## src/rtl/uart_pkg.sv

```systemverilog
// uart_pkg: shared UART types and constants for the TX framer and RX side.
// Rev 1.0
`default_nettype none

package uart_pkg;

  typedef enum logic [2:0] {
    IDLE   = 3'd0,
    ARM    = 3'd1,
    START  = 3'd2,
    DATA   = 3'd3,
    PARITY = 3'd4,
    STOP   = 3'd5
  } tx_state_e;

  localparam logic PAR_EVEN = 1'b0;
  localparam logic PAR_ODD  = 1'b1;

  localparam int DATA_W_MIN    = 5;
  localparam int DATA_W_MAX    = 9;
  localparam int STOP_BITS_MIN = 1;
  localparam int STOP_BITS_MAX = 2;

endpackage

`default_nettype wire

```

## src/rtl/uart_parity_calc.sv

```systemverilog
// uart_parity_calc: combinational even/odd parity of a DATA_W-bit word.
// Rev 1.0
`default_nettype none

module uart_parity_calc
  import uart_pkg::*;
#(
  parameter int DATA_W = 8
) (
  input  logic [DATA_W-1:0] data_i,
  input  logic              par_typ_i,
  output logic              par_o
);

  // Even parity is the XOR of the data; odd parity is its complement.
  assign par_o = (par_typ_i == PAR_ODD) ? ~(^data_i) : (^data_i);

endmodule

`default_nettype wire

```

## src/rtl/uart_frame_ser.sv

```systemverilog
// uart_frame_ser: parametrised UART TX framer (start, data, optional parity, stop bits).
// Rev 1.0
`default_nettype none

module uart_frame_ser
  import uart_pkg::*;
#(
  parameter int DATA_W    = 8,
  parameter int STOP_BITS = 1,
  parameter bit LSB_FIRST = 1'b1
) (
  input  logic              clk,
  input  logic              rstn,
  input  logic              tick,
  input  logic [DATA_W-1:0] p_data,
  input  logic              data_valid,
  input  logic              par_en,
  input  logic              par_typ,
  output logic              ready,
  output logic              busy,
  output logic              tx_out,
  output logic              frame_done
);

  localparam int              CNT_W     = $clog2(DATA_W);
  localparam logic [CNT_W-1:0] LAST_BIT = CNT_W'(DATA_W - 1);
  localparam logic            LAST_STOP = 1'(STOP_BITS - 1);

  if (DATA_W < DATA_W_MIN || DATA_W > DATA_W_MAX) begin : g_bad_data_w
    $fatal(1, "uart_frame_ser: DATA_W must be within 5..9");
  end

  if (STOP_BITS < STOP_BITS_MIN || STOP_BITS > STOP_BITS_MAX) begin : g_bad_stop_bits
    $fatal(1, "uart_frame_ser: STOP_BITS must be 1 or 2");
  end

  tx_state_e          state_q;
  logic [DATA_W-1:0]  shreg_q;
  logic [DATA_W-1:0]  shreg_d;
  logic [CNT_W-1:0]   cnt_q;
  logic               stop_q;
  logic               par_en_q;
  logic               par_bit_q;
  logic               busy_q;
  logic               tx_q;
  logic               done_q;
  logic               cur_bit;
  logic               par_bit;

  uart_parity_calc #(
    .DATA_W (DATA_W)
  ) u_parity (
    .data_i    (p_data),
    .par_typ_i (par_typ),
    .par_o     (par_bit)
  );

  // The shift register always presents the next bit to send at one fixed end.
  if (LSB_FIRST) begin : g_lsb_first
    assign cur_bit = shreg_q[0];
    assign shreg_d = {1'b1, shreg_q[DATA_W-1:1]};
  end else begin : g_msb_first
    assign cur_bit = shreg_q[DATA_W-1];
    assign shreg_d = {shreg_q[DATA_W-2:0], 1'b1};
  end

  always_ff @(posedge clk or negedge rstn) begin
    if (!rstn) begin
      state_q   <= IDLE;
      shreg_q   <= '1;
      cnt_q     <= '0;
      stop_q    <= 1'b0;
      par_en_q  <= 1'b0;
      par_bit_q <= 1'b0;
      busy_q    <= 1'b0;
      tx_q      <= 1'b1;
      done_q    <= 1'b0;
    end else begin
      done_q <= 1'b0;
      case (state_q)
        // Acceptance ignores tick so the frame always starts from a full ARM wait.
        IDLE: begin
          if (data_valid) begin
            shreg_q   <= p_data;
            par_en_q  <= par_en;
            par_bit_q <= par_bit;
            busy_q    <= 1'b1;
            state_q   <= ARM;
          end
        end
        ARM: begin
          if (tick) begin
            state_q <= START;
            tx_q    <= 1'b0;
          end
        end
        START: begin
          if (tick) begin
            state_q <= DATA;
            tx_q    <= cur_bit;
            shreg_q <= shreg_d;
            cnt_q   <= '0;
          end
        end
        DATA: begin
          if (tick) begin
            if (cnt_q == LAST_BIT) begin
              if (par_en_q) begin
                state_q <= PARITY;
                tx_q    <= par_bit_q;
              end else begin
                state_q <= STOP;
                tx_q    <= 1'b1;
                stop_q  <= 1'b0;
              end
            end else begin
              tx_q    <= cur_bit;
              shreg_q <= shreg_d;
              cnt_q   <= cnt_q + 1'b1;
            end
          end
        end
        PARITY: begin
          if (tick) begin
            state_q <= STOP;
            tx_q    <= 1'b1;
            stop_q  <= 1'b0;
          end
        end
        STOP: begin
          if (tick) begin
            if (stop_q == LAST_STOP) begin
              state_q <= IDLE;
              busy_q  <= 1'b0;
              done_q  <= 1'b1;
            end else begin
              stop_q <= stop_q + 1'b1;
            end
          end
        end
        default: state_q <= IDLE;
      endcase
    end
  end

  assign ready      = (state_q == IDLE);
  assign busy       = busy_q;
  assign tx_out     = tx_q;
  assign frame_done = done_q;

endmodule

`default_nettype wire

```

## config.mk

```make
export PLATFORM = sky130hd
export DESIGN_NAME = uart_frame_ser
export DESIGN_NICKNAME = d
export VERILOG_FILES = /design/src/rtl/uart_pkg.sv /design/src/rtl/uart_parity_calc.sv /design/src/rtl/uart_frame_ser.sv
export SDC_FILE = /design/constraint.sdc
export NUM_CORES = 1
export LEC_CHECK = 0
export CAP_MARGIN = 40
export CELL_PAD_IN_SITES_DETAIL_PLACEMENT = 1
export CELL_PAD_IN_SITES_GLOBAL_PLACEMENT = 2
export CORE_ASPECT_RATIO = 1.1
export CORE_UTILIZATION = 31
export CTS_CLUSTER_SIZE = 10
export DETAILED_ROUTE_END_ITERATION = 10
export GPL_ROUTABILITY_DRIVEN = 0
export GPL_TIMING_DRIVEN = 0
export PLACE_DENSITY_LB_ADDON = 0.1
export SLEW_MARGIN = 10
export SYNTH_ARGS = -nofsm -noshare
export SYNTH_HDL_FRONTEND = slang
export SYNTH_SLANG_ARGS = --single-unit
export TNS_END_PERCENT = 50
```

## constraint.sdc

```tcl
create_clock -name clk -period 2.6 [get_ports clk]
set_input_delay 0.52 -clock clk [delete_from_list [all_inputs] [get_ports clk]]
set_output_delay 0.52 -clock clk [all_outputs]
set_load 0.01 [all_outputs]
```

Word level (Yosys, flattened, before mapping)
Index checks and enable logic that the tools add are counted.
Operators by class
  add/sub/neg operators: 2
  multipliers: 0
  div/mod/pow operators: 0
  $lt $le $gt $ge: 0
  equality and inequality tests: 16
  shift operators: 0
  mux-type cells: 40
  bitwise gates (word level): 1
  reductions and logical operators: 14
Operator list (number)
  3-bit 2-to-1 mux: 11
  8-bit 2-to-1 mux: 4
  8-bit one-hot mux with 3 select lines: 1
  2-bit inequality test, second input constant: 10
  1-bit 2-to-1 mux: 19
  3-bit one-hot mux with 6 select lines: 1
  5-bit AND reduction: 2
  3-bit == test, second input constant: 3
  4-bit AND reduction: 2
  8-bit AND reduction: 1
  8-bit parity: 1
  3-bit by 2-bit == test with 1-bit output, second input constant: 2
  3-bit one-hot mux with 2 select lines: 1
  6-bit AND reduction: 1
  3-bit nonzero test: 2
  1-bit one-hot mux with 4 select lines: 1
  2-bit nonzero test: 2
  4-bit nonzero test: 1
  3-bit by 1-bit adder with 3-bit output, second input constant: 1
  3-bit by 1-bit == test with 1-bit output, second input constant: 1
  3-bit logical NOT: 1
  1-bit one-hot mux with 3 select lines: 1
  1-bit one-hot mux with 2 select lines: 1
  2-bit AND reduction: 1
  2 further kinds: 2
Storage, ports and cells
  bits in registers: 20
  latch bits: 0
  RAM bits: 0
  memory bits (read-only): 0
  input bits: 14
  memories kept: 0

Logic depth before layout (Yosys ltp)
  word-level depth: 4
  gate-level depth with buffers: 6
  mapped depth without buffers: 5

Cells and area by module
A second synthesis with hierarchy kept.
Second synthesis, totals
  cells, all modules: 115
  area total of the unflattened synthesis: 1149.9 um^2
Modules (own cells, without submodules)
  uart_frame_ser: instances 1, cells an instance 108, area an instance 1067.3 um^2, seq. area each 486.7 um^2
  uart_parity_calc: instances 1, cells an instance 7, area an instance 82.6 um^2, seq. area each 0.0 um^2

Worst setup path before layout
OpenSTA, ideal clock, no wires.
  path type: reg-to-reg
  start: register cnt_q[0]
  end: register shreg_q[0]
  setup time: 0.082 ns
  arrival time: 1.402 ns
  required time: 2.518 ns
  setup slack: 1.116 ns
  stages on the path, launching flop included: 7
  period minus slack after synthesis: 1.484 ns
  cells stage by stage: dfrtp_1 > ha_1 > ha_1 > o22ai_1 > nand2b_1 > buf_2 > mux2_2
Between the ends
  word-level cells in the longest chain between the ends: 3
Ends and longest elaborated chain
  start: declaration: line uart_frame_ser.sv:40  | logic [CNT_W-1:0] cnt_q;
  start signal: assignment: line uart_frame_ser.sv:119  | cnt_q <= cnt_q + 1'b1;
  3-bit == test: line uart_frame_ser.sv:107  | if (cnt_q == LAST_BIT) begin
  2-bit inequality test (no line)
  5-bit AND reduction (no line)
  end signal: assignment: line uart_frame_ser.sv:84  | shreg_q <= p_data;
  end signal: assignment: line uart_frame_ser.sv:101  | shreg_q <= shreg_d;
  end signal: assignment: line uart_frame_ser.sv:118  | shreg_q <= shreg_d;
  end: declaration: line uart_frame_ser.sv:38  | logic [DATA_W-1:0] shreg_q;
Every way passes these cells.
A chain may end at the register's enable or synchronous reset.

Final worst setup path
  start: register state_q[1]
  end: output ready
Between the ends
  word-level cells in the longest chain between the ends: 1
Ends and longest elaborated chain
  start: declaration: line uart_frame_ser.sv:37  | tx_state_e state_q;
  start signal: assignment: line uart_frame_ser.sv:69  | state_q <= IDLE;
  start signal: assignment: line uart_frame_ser.sv:88  | state_q <= ARM;
  start signal: assignment: line uart_frame_ser.sv:93  | state_q <= START;
  3-bit logical NOT: line uart_frame_ser.sv:146  | assign ready = (state_q == IDLE);
  end: declaration: line uart_frame_ser.sv:19  | output logic ready,
Every way passes these cells.

==> results.yml <==
status:
  status: "completed"
timing:
  fin_crit_ns: 2.22
  final-hold-violation-count: 0
  clock.fmax_ghz: 0.450
  fin_tns_setup_ns: 0
  rsz0062_at_grt: "no"
  finalSetupViolCount: 0
  fin_worst_skew_ns: 0.00440
  relSlewSlack: 0.715
  worstMarginPinSlew_ns: 0.427
  fin_crit_sh: 0.855
  final_max_slew_viol_count: 0
cells_and_area:
  area_delta_synth_final_pct: 24.4
  drive_gt1_frac: 0.303
  nNetsFinal: 139
  diodes: 0
power_and_ir_drop:
  clkPwrFrac: 0.119
  pwr-share-comb: 0.474
  seqPwrFrac: 0.407
  p_int_mw: 0.891
  swShare: 0.332
  p_total_mw: 1.33
  netSwitchingPower_mw: 0.443
  vdd_drop_max_v: 0.000392
  power_density_mw_per_mm2: 961
  power_leakage_nw: 0.605
global_route:
  overflow: 0
  track_usage: 0.154
  grt_max_degree: 14
  grt_pass1_vias: 845
  grt_first_pass_wirelength_mm: 4.24
  antenna_found_initial: 0
yosys:
  synth_area_sq_mm: 0.00112
  netlist_instances: 100
  ys.warnings.count: 0
  yosysTopAreaCell: "dfrtp_1"
  synth_area_leaders: "dfrtp_1, dfstp_2, mux2_2"
  synth_cell_types: 30
  syn_avg_cell_area_sq_um: 11.2
  synth_top_area_share: 0.224
  synth_fp_nets: 116
  synth-seq-cells: 19
  ys_seq_area_frac: 0.436
critical_path:
  cp_slowest_stage_delay_ns: 0.59
  worstSetupPathType: "reg2out"
  crit_end: "ready"
  critPathRequiredTime_ns: 2.08
  cpMaxStageDelayCell: "clkdlybuf4s50_1"
  r2r-end: "tx_out"
  r2r_cells: 6
  startpoint: "state_q[1]"
  r2r_start: "cnt_q[0]"
  critPathMaxFanout: 10
  r2r_slack_ns: 0.89
  path_cells: "buf_6 > nor3_1 > clkdlybuf4s50_1"
  cp_data_arrival_time_ns: 1.70
  crit_path_end_kind: "primary output"
  critPathLaunchType: "flop"
floorplanning:
  initial_utilization: 0.330
  dieHeight_um: 64.9
  die_area_sq_mm: 0.00384
  rows: 22
  io_pins: 18
  core_sq_mm: 0.00339
  die_w_um: 59.2
detailed_routing:
  viasPerCell: 4.78
  ant_nets: 0
  wirelength_mm: 2.38
  vias: 812
  wl_per_cell_um: 14.0
  drt-pass1-iter-count: 2
  drc: 0
  drt_iter0_drc: 20
clock_tree:
  postCtsSetupBuffers: 0
  clock_sinks: 19
  ctsHoldBuffers: 0
  numCtsBuffers: 3
  clock_latency_ns: 0.31
  clk_pin_slew_ns: 0.12
  cts_tree: "yes"
  cts_resized: 0
  htree_levels: 1
  root_buffer: "clkbuf_4"
  ctsLongestPathBuffers: 2
place:
  dpl.hpwl_mm: 1.81
  place.port_buffers: 17
flow_run:
  max-cap-violations: 0
worst_hold_path:
  hp-class: "in2async"
-- cell type report --
class	instances	area (sq um)
inverters	3	11.3
well taps	48	60.1
fillers	398	2000
plain buffers	7	55.1
flip-flops and latches	19	487
repair buffers	18	185
multi-input cells	71	563
clock buffers	3	22.5
clock inverters	1	5.00
-- sequential cells by signal (all words and copies together) (netlist names) --
register / count
frame_done: 1
tx_out: 1
cnt_q: 3
busy: 1
state_q: 3
par_en_q: 1
shreg_q: 8
par_bit_q: 1
-- synth_stat cells (all sizes together) --
library cell,n
o21ai,7
dfrtp,10
a22o,3
o211ai,1
ha,2
nand2b,2
o22ai,1
xnor3,1
xor2,2
mux2i,2
o221a,1
nand3,3
a21boi,1
xnor2,4
clkbuf,2
dfstp,9
nor3,2
inv,3
nor2,5
nand2,9
buf,5
or2,1
mux2,15
a41o,2
a21oi,5
or3,1
nor2b,1
-- power by group through the flow --
stage / combinational [mW] / clock (mW) / sequential, mW
CTS: 0.647 / 0.174 / 0.547
finish: 0.632 / 0.159 / 0.543
floorplan: 0.489 / 0 / 0.529
global placement: 0.626 / 0 / 0.548
global route: 0.708 / 0.185 / 0.564
detailed placement: 0.644 / 0 / 0.553
-- cell families after synthesis --
kind of cell | count (synthesis) | share of synthesized area
simple gates | 24 | 0.104
compound gates | 21 | 0.124
flops | 19 | 0.436
mux | 17 | 0.186
buf+inv | 10 | 0.0594
xor+xnor | 7 | 0.0673
fa+ha+maj | 2 | 0.0224
-- routing by layer --
metal	track usage	routed length, um
met2	0.244	1200
met3	0.0299	81
met1	0.190	1060
met5	0	0
met4	0.0893	34
-- worst min-delay path by stage --
stage / from / to / slack, ns / cells after the start
4_1_cts: rstn / state_q[1] / 0.47 / 1
3_5_place_dp: shreg_q[7] / shreg_q[7] / 0.47 / 2
2_1_floorplan: rstn / busy / 0.22 / 0
6_report: rstn / state_q[1] / 0.47 / 1
3_3_place_gp: shreg_q[7] / shreg_q[7] / 0.46 / 2
5_1_grt: rstn / state_q[1] / 0.48 / 1
-- critical path, delay by kind of cell, from the launching register on --
kind / cells / cell delay [ns]
flops: 1 / 0.42
buf+inv: 2 / 0.74
simple gates: 1 / 0.24
-- stage by stage --
| stage | hold slack, ns | area [sq um] | cells | setup WS, ns | utilization |
|---|---|---|---|---|---|
| after floorplan | 0.224 | 1120 | 100 | 1.12 | - |
| after global placement | 0.464 | 1350 | 165 | 0.596 | 0.398 |
| after detailed placement | 0.469 | 1360 | 166 | 0.551 | 0.402 |
| after CTS | 0.470 | 1390 | 170 | 0.341 | 0.410 |
| after global routing | 0.477 | 1390 | 170 | 0.241 | 0.410 |
| final | 0.472 | 1390 | 170 | 0.378 | 0.410 |
-- cells in the final DEF (no fill, tap or decap), types with 2 or more instances in the layout --
master / instances
dfrtp_1: 10
a41o_1: 2
buf_8: 2
xnor2_1: 4
mux2i_1: 2
dfstp_2: 9
nor3_1: 2
a21oi_1: 5
clkbuf_4: 3
mux2_2: 10
inv_1: 3
clkbuf_1: 2
ha_1: 2
buf_2: 2
a22o_1: 3
nand3_1: 3
nand2_1: 9
mux2_4: 5
nor2_1: 5
o21ai_0: 7
buf_6: 2
xor2_1: 2
clkdlybuf4s50_1: 17
nand2b_1: 2
No activity file was read; power rests on OpenSTA's default activity.
